$ cat src/rtl/mem_arbiter.sv
// mem_arbiter: shares the single mem port between two requesters.
// Round-robin with a bounded lock; req to ack is three cycles.
`ifndef ADDR_BUS
  `define ADDR_BUS 32
`endif
`ifndef DATA_BUS
  `define DATA_BUS 32
`endif

module mem_arbiter #(
  parameter int unsigned LOCK_MAX = 16
) (
  input  logic                 clk,
  input  logic                 rst,
  input  logic                 m0_req_i,
  input  logic                 m0_we_i,
  input  logic [`ADDR_BUS-1:0] m0_addr_i,
  input  logic [3:0]           m0_width_i,
  input  logic [`DATA_BUS-1:0] m0_wdata_i,
  input  logic                 m0_lock_i,
  output logic                 m0_ack_o,
  output logic [`DATA_BUS-1:0] m0_rdata_o,
  input  logic                 m1_req_i,
  input  logic                 m1_we_i,
  input  logic [`ADDR_BUS-1:0] m1_addr_i,
  input  logic [3:0]           m1_width_i,
  input  logic [`DATA_BUS-1:0] m1_wdata_i,
  input  logic                 m1_lock_i,
  output logic                 m1_ack_o,
  output logic [`DATA_BUS-1:0] m1_rdata_o,
  output logic                 mem_ce_o,
  output logic                 mem_we_o,
  output logic [`ADDR_BUS-1:0] mem_addr_o,
  output logic [3:0]           mem_width_o,
  output logic [`DATA_BUS-1:0] mem_data_o,
  input  logic [`DATA_BUS-1:0] mem_data_i
);

  localparam logic [7:0] LMAX = 8'(LOCK_MAX);

  typedef enum logic [1:0] {
    IDLE,
    ISSUE,
    RESP
  } state_t;

  state_t               state;
  logic                 gnt;
  logic                 last_gnt;
  logic                 own_vld;
  logic                 own;
  logic [7:0]           lock_cnt;
  logic [`DATA_BUS-1:0] hold0;
  logic [`DATA_BUS-1:0] hold1;

  logic       any_req;
  logic       own_keep;
  logic       sel_own;
  logic       sel_rr;
  logic       sel_m1;
  logic       win;
  logic       lock_g;
  logic       other_req;
  logic [7:0] cnt_inc;

  assign any_req   = m0_req_i | m1_req_i;
  assign own_keep  = own_vld & (own ? m1_req_i : m0_req_i);
  assign sel_own   = own_keep;
  assign sel_rr    = ~own_keep & m0_req_i & m1_req_i;
  assign sel_m1    = ~own_keep & ~m0_req_i & m1_req_i;
  assign lock_g    = gnt ? m1_lock_i : m0_lock_i;
  assign other_req = gnt ? m0_req_i : m1_req_i;
  // streak saturates so an uncontended lock never wraps
  assign cnt_inc   = (lock_cnt == LMAX) ? LMAX : lock_cnt + 8'd1;

  // pick the winner: owner first, else the port not granted last
  always_comb begin
    win = 1'b0;
    unique case (1'b1)
      sel_own: win = own;
      sel_rr:  win = ~last_gnt;
      sel_m1:  win = 1'b1;
      default: win = 1'b0;
    endcase
  end

  // access sequencer: IDLE arbitrates, ISSUE drives mem, RESP acks
  always_ff @(posedge clk or posedge rst) begin
    if (rst) begin
      state       <= IDLE;
      gnt         <= 1'b0;
      last_gnt    <= 1'b1;
      own_vld     <= 1'b0;
      own         <= 1'b0;
      lock_cnt    <= '0;
      mem_ce_o    <= 1'b0;
      mem_we_o    <= 1'b0;
      mem_addr_o  <= '0;
      mem_width_o <= '0;
      mem_data_o  <= '0;
      m0_ack_o    <= 1'b0;
      m1_ack_o    <= 1'b0;
    end else begin
      unique case (state)
        IDLE: begin
          if (own_vld && !own_keep) begin
            own_vld  <= 1'b0;
            lock_cnt <= '0;
          end
          if (any_req) begin
            state       <= ISSUE;
            gnt         <= win;
            mem_ce_o    <= 1'b1;
            mem_we_o    <= win ? m1_we_i : m0_we_i;
            mem_addr_o  <= win ? m1_addr_i : m0_addr_i;
            mem_width_o <= win ? m1_width_i : m0_width_i;
            mem_data_o  <= win ? m1_wdata_i : m0_wdata_i;
          end
        end
        ISSUE: begin
          state    <= RESP;
          mem_ce_o <= 1'b0;
          m0_ack_o <= ~gnt;
          m1_ack_o <= gnt;
        end
        RESP: begin
          state    <= IDLE;
          m0_ack_o <= 1'b0;
          m1_ack_o <= 1'b0;
          last_gnt <= gnt;
          if (lock_g && !(cnt_inc == LMAX && other_req)) begin
            own_vld  <= 1'b1;
            own      <= gnt;
            lock_cnt <= cnt_inc;
          end else begin
            own_vld  <= 1'b0;
            lock_cnt <= '0;
          end
        end
        default: state <= IDLE;
      endcase
    end
  end

  // read data hold registers, loaded at the end of a read RESP
  always_ff @(posedge clk or posedge rst) begin
    if (rst) begin
      hold0 <= '0;
      hold1 <= '0;
    end else if (state == RESP && !mem_we_o) begin
      if (gnt) hold1 <= mem_data_i;
      else     hold0 <= mem_data_i;
    end
  end

  assign m0_rdata_o = (m0_ack_o && !mem_we_o) ? mem_data_i : hold0;
  assign m1_rdata_o = (m1_ack_o && !mem_we_o) ? mem_data_i : hold1;

endmodule

$ cat config.mk
export PLATFORM = sky130hd
export DESIGN_NAME = mem_arbiter
export DESIGN_NICKNAME = d
export VERILOG_FILES = /design/src/rtl/mem_arbiter.sv
export SDC_FILE = /design/constraint.sdc
export NUM_CORES = 1
export LEC_CHECK = 0
export BUFFER_PORTS_ARGS = -buffer_cell sky130_fd_sc_hd__buf_4
export CORE_UTILIZATION = 48
export CTS_CLUSTER_DIAMETER = 100
export DETAILED_ROUTE_END_ITERATION = 6
export PLACE_DENSITY_LB_ADDON = 0.25
export SETUP_SLACK_MARGIN = 0.02
export SYNTH_ARGS = -nofsm -noshare
export SYNTH_HDL_FRONTEND = slang
export SYNTH_SLANG_ARGS = --single-unit
$ cat constraint.sdc
create_clock -name clk -period 5.98 [get_ports clk]
set_input_delay 0.299 -clock clk [delete_from_list [all_inputs] [get_ports clk]]
set_output_delay 0.299 -clock clk [all_outputs]
set_load 0.005 [all_outputs]
# Yosys cells after proc, flatten, opt, wreduce, memory -nomap -nowiden
# Index checks and enable logic that the tools add are counted.
[classes] order_cmp=0 n_div=0 mux=23 mul=0 bitwise=10 n_shift=0 n_eq_ne=6 add_sub_neg=1 n_reduce_logical=19
[op_table] operator="32-bit two-way mux" n=4
[op_table] operator="8-bit two-way mux" n=3
[op_table] operator="8-bit by 5-bit equality test with 1-bit output (second input constant)" n=2
[op_table] operator="8-bit one-hot mux with 2 select lines" n=1
[op_table] operator="2-bit AND reduction" n=6
[op_table] operator="8-bit by 1-bit adder with 8-bit output (second input constant)" n=1
[op_table] operator="1-bit one-hot mux with 2 select lines" n=4
[op_table] operator="1-bit two-way mux" n=7
[op_table] operator="1-bit logical AND" n=6
[op_table] operator="2-bit nonzero test" n=3
[op_table] operator="1-bit bitwise AND" n=5
[op_table] operator="4-bit two-way mux" n=1
[op_table] operator="2-bit inequality test (second input constant)" n=2
[op_table] operator="1-bit NOT" n=4
[op_table] operator="2-bit one-hot mux with 2 select lines" n=1
[op_table] operator="1-bit logical NOT" n=3
[op_table] operator="1-bit one-hot mux with 3 select lines" n=1
[op_table] operator="2-bit by 1-bit equality test with 1-bit output (second input constant)" n=1
[op_table] operator="2-bit equality test (second input constant)" n=1
[op_table] operator="2-bit logical NOT" n=1
[op_table] operator="2-bit two-way mux" n=1
[op_table] operator="1-bit bitwise OR" n=1
[word_totals] ram_bits=0 word_cells=74 input_bits=176 mem_bits_ro=0 out_inout_bits=136 reg_bits=150 mem_count=0 latchBits=0

# Depth between registers and ports, before layout
[depth] ltp_word=8 depth_mapped=8 ltp_nobuf=7

# Least setup slack after synthesis
# Ideal clock, no wire load.
[synth_path] path_kind="reg2reg" startpoint="reg lock_cnt[0]" endpoint="reg own" slack_ns=4.039 t_arrival_ns=1.816 setup_time_ns=0.125 synth_period_minus_slack_ns=1.941 t_required_ns=5.855 path_stages_with_launch=8 path_buffers=0 path_cell_list="dfrtp_1 > inv_1 > ha_1 > or4b_1 > o22ai_1 > a311o_2 > nand2_2 > mux2_4"
[synth_via] elab_chain_cells=7 elab_cells_between_ends=8 cone_classes="1 x add/sub; 2 x eq/ne; 1 x mux; 4 x reduce/logical"
[synth_lines] element="start: declaration" line_no="52" text="logic [7:0] lock_cnt;"
[synth_lines] element="start signal: assignment" line_no="134" text="lock_cnt <= cnt_inc;"
[synth_lines] element="8-bit by 1-bit adder with 8-bit output or 8-bit by 5-bit equality test with 1-bit output (tied branches)" line_no="74" text="assign cnt_inc = (lock_cnt == LMAX) ? LMAX : lock_cnt + 8'd1;"
[synth_lines] element="8-bit two-way mux *" line_no="74"
[synth_lines] element="8-bit by 5-bit equality test with 1-bit output *" line_no="131" text="if (lock_g && !(cnt_inc == LMAX && other_req)) begin"
[synth_lines] element="1-bit logical AND *" line_no="131"
[synth_lines] element="1-bit logical NOT *" line_no="131"
[synth_lines] element="1-bit logical AND *" line_no="131"
[synth_lines] element="2-bit AND reduction (no line) *"
[synth_lines] element="end signal: assignment" line_no="133" text="own <= gnt;"
[synth_lines] element="end: declaration" line_no="51" text="logic own;"
# Every way passes the cells marked *; elsewhere a longest branch is shown, timed or not.
# A chain may end at the register's enable or synchronous reset.

# Worst setup path in the final report
[layout_path] startpoint="reg last_gnt" endpoint="reg mem_data_o[6]"
[layout_via] elab_chain_cells=3
[layout_lines] element="start: declaration" line_no="49" text="logic last_gnt;"
[layout_lines] element="start signal: assignment" line_no="130" text="last_gnt <= gnt;"
[layout_lines] element="1-bit NOT" line_no="81" text="sel_rr: win = ~last_gnt;"
[layout_lines] element="1-bit one-hot mux with 3 select lines" line_no="79" text="unique case (1'b1)"
[layout_lines] element="32-bit two-way mux" line_no="117" text="mem_data_o <= win ? m1_wdata_i : m0_wdata_i;"
[layout_lines] element="end signal: assignment" line_no="117"
[layout_lines] element="end: declaration" line_no="35" text="output logic [`DATA_BUS-1:0] mem_data_o,"
# Every way passes these cells.

==> metrics.yaml <==
hold_path:
  holdCritStartpoint: "mem_data_i[21]"
  hp-class: "in2reg"
  hold-path-endpoint: "hold0[21]"
  number_of_cells_on_the_worst_hold_path: 2
power_and_ir_drop:
  vdd.ir_drop.worst_v: 0.000255
  seq_power_share_pct: 33.7
  comb_power_share_pct: 45.6
  p_int_mw: 3.60
  share_clk_of_total_power_pct: 20.7
  p_sw_mw: 1.69
  power.static_leakage_nw: 5.13
  swShare_pct: 32.0
  power-per-cell-area_nw_per_um2: 509
clock_tree:
  tritoncts: "built"
  ctsLongestPathBuffers: 2
  cts_num_sinks: 150
  clock_slew_seen_by_the_registers_of_the_worst_setup_and_hold_paths_ns: 0.06
  ctsResizeCount: 0
  clockRootBuffer: "clkbuf_16"
  cts_hold_buf: 1
  cts_inserted_buffers: 17
  ctsHtreeMaxLevel: 4
  post-cts-setup-buffer-count: 0
  clkLatencyLatePin_ns: 0.41
setup_path:
  cp_data_required_time_ns: 6.23
  worst-endpoint-arrival_ns: 2.61
  worst_r2r_path_depth: 6
  path_class: "reg2reg"
  worst-r2r-setup-slack_ns: 3.62
  critical_path.reg2reg.endpoint: "mem_data_o[6]"
  worst_setup_path_end_kind: "register"
  startpoint_type: "register"
  worstReg2RegStart: "last_gnt"
  worstPathMaxFanout: 70
timing:
  crit_share_post_route_pct: 39.5
  fin_tns_setup_ns: 0
  timing.fmax_ghz: 0.424
  final_critical_path_setup_slack_ns: 3.62
  rsz0062_at_grt: "no"
  fin_worst_hold_slack_ns: 0.144
  max_slew_violation_count: 0
  hold_viol_final: 0
  slew_headroom_pct: 21.7
  clock_skew_ns: 0.00684
  setup_viol_count_final: 0
  tightestPinTransition_ns: 1.17
  fin_crit_ns: 2.36
cells_and_area:
  share_of_the_core_filled_with_cells_in_the_final_layout_pct: 70.7
  layout-area-overhead-vs-synth_pct: 42.2
  final_cells: 1112
  fillerInstances: 1109
  post_route_cells_drive_above_1_share_pct: 53.0
  finish.net_count: 1096
  number_of_diodes: 0
  highest_count_cells_in_the_layout_ignoring_fill_and_taps: "buf_4, dfrtp_1, mux2_2"
  layout_commonest_cell: "buf_4"
placed_design:
  detailedPlacementHpwl_um: 14000
  port_buffers: 311
  dpl.cell_count: 1079
  place_congestion: 0.813
  place_worst_setup_slack_ns: 3.64
job:
  max_cap_viol_count: 0
detailed_routing:
  wirelength_um: 19200
  route.vias.total: 5853
  first_pass_iters: 7
  detail_route.drc_violations: 18
  drt.antenna.violating_nets: 0
  wl_cell_um: 17.3
  detail_route.vias_per_cell: 5.26
  drt_first_iter_violations: 304
grt:
  grt.overflow.total: 0
  largest_net_degree_at_the_start_of_global_routing: 119
  first_global_vias: 6086
  grt_pass1_wl_um: 31000
  globalRouteTotalUtil_pct: 25.2
  antenna_violations_before_repair: 0
synth:
  netlist_area_um2: 7300
  synthesis.nets: 799
  yosys.cell_types.count: 50
  sequential_area_share_after_synthesis_pct: 51.4
  synth-edff-count: 0
  postSynth.asyncResetShare_pct: 100
  yosys_register_bits: 150
  yosys_most_used_dff: "dfrtp_1"
  postSynthAreaPerCell_um2: 11.8
  synthesis.yosys.warnings: 0
  post_synth_inst_count: 618
floorplan:
  fp-row-count: 44
  core_region_area_um2: 14700
  io_pins: 312
  floorplan.die_area_um2: 15700
  dieWidth_um: 125
  effective_utilization_at_floorplan_pct: 49.7
  die_y_um: 125
run_status:
  failed_checks: "design-rule violations"
  outcome: "finished with violations"
-- metrics by stage --
step | power [mW] | instance area [um2]
2_1_floorplan | 3.01 | 7300
3_3_place_gp | 4.12 | 9760
3_5_place_dp | 4.22 | 9760
4_1_cts | 5.34 | 10400
5_1_grt | 5.63 | 10400
6_report | 5.29 | 10400
-- critical path, stage by stage, from the launching register on --
cell,delay (ns)
dfstp_2,0.53
nor2b_1,0.11
o21ai_0,0.13
nand2_4,0.10
buf_4,0.81
mux2i_1,0.31
o21ai_0,0.10
-- state kept, by name (all words and copies together), names as in the netlist --
register / count
hold0: 32
hold1: 32
mem_addr_o: 32
mem_data_o: 32
lock_cnt: 8
mem_width_o: 4
state: 2
gnt: 1
last_gnt: 1
m0_ack_o: 1
m1_ack_o: 1
mem_ce_o: 1
mem_we_o: 1
own: 1
own_vld: 1
-- power by group through the flow --
stage	sequential, mW	clock (mW)	combinational [mW]
3_3_place_gp	1.76	0	2.36
4_1_cts	1.78	1.12	2.44
6_report	1.78	1.10	2.41
3_5_place_dp	1.80	0	2.43
5_1_grt	1.85	1.16	2.61
2_1_floorplan	1.74	0	1.26
-- worst max path at each step --
stage,start,to,slack (ns)
after floorplan,rst,gnt,1.65
after global placement,last_gnt,mem_data_o[25],3.69
after detailed placement,last_gnt,mem_data_o[15],3.64
after CTS,state[0],lock_cnt[2],3.63
after global routing,last_gnt,mem_addr_o[31],3.46
final,last_gnt,mem_data_o[6],3.62
-- synthesized netlist by cell type (2+ instances only) --
library cell | n | share of area, %
a21oi_1 | 2 | 0.14
buf_1 | 2 | 0.10
buf_2 | 15 | 1.0
buf_6 | 2 | 0.31
clkbuf_1 | 22 | 1.1
dfrtp_1 | 149 | 51
ha_1 | 5 | 0.86
inv_1 | 7 | 0.36
mux2_1 | 3 | 0.46
mux2_2 | 131 | 20
mux2i_1 | 70 | 9.6
nand2_1 | 80 | 4.1
nand3_1 | 2 | 0.14
nand3b_1 | 2 | 0.21
nor2_1 | 7 | 0.36
nor2b_1 | 4 | 0.34
nor3_1 | 3 | 0.21
o21ai_0 | 77 | 5.3
o21ai_1 | 4 | 0.27
-- cell families after synthesis --
| group | Yosys count | share of synthesized area [%] |
|---|---|---|
| and+or+nand+nor | 112 | 6.87 |
| DFF | 150 | 51.4 |
| muxes | 205 | 30.5 |
| xor gates and xnor gates | 2 | 0.240 |
| buffers and inverters | 48 | 2.93 |
| AOI/OAI and AO/OA | 96 | 7.20 |
| adders and majority gates | 5 | 0.857 |
-- metal layers --
metal	part of all wire (%)	vias up	GRT usage [%]	wire length (um)
li1	-	2787	-	-
met1	38	2806	28.3	7290
met2	53	227	46.0	10200
met3	6.8	33	6.46	1300
met4	2.2	0	9.40	416
met5	0	-	0	0
-- layout make-up --
cell class,instances,area (um2),share of cell area (%)
clock inverters,8,120,1.16
flip-flops and latches,150,3750,36.2
inverters,7,31.3,0.301
clock buffers,24,492,4.73
multi-input cells,420,3360,32.3
well taps,184,230,2.22
repair buffers,319,2400,23.1
(Power assumes the default switching activity.)
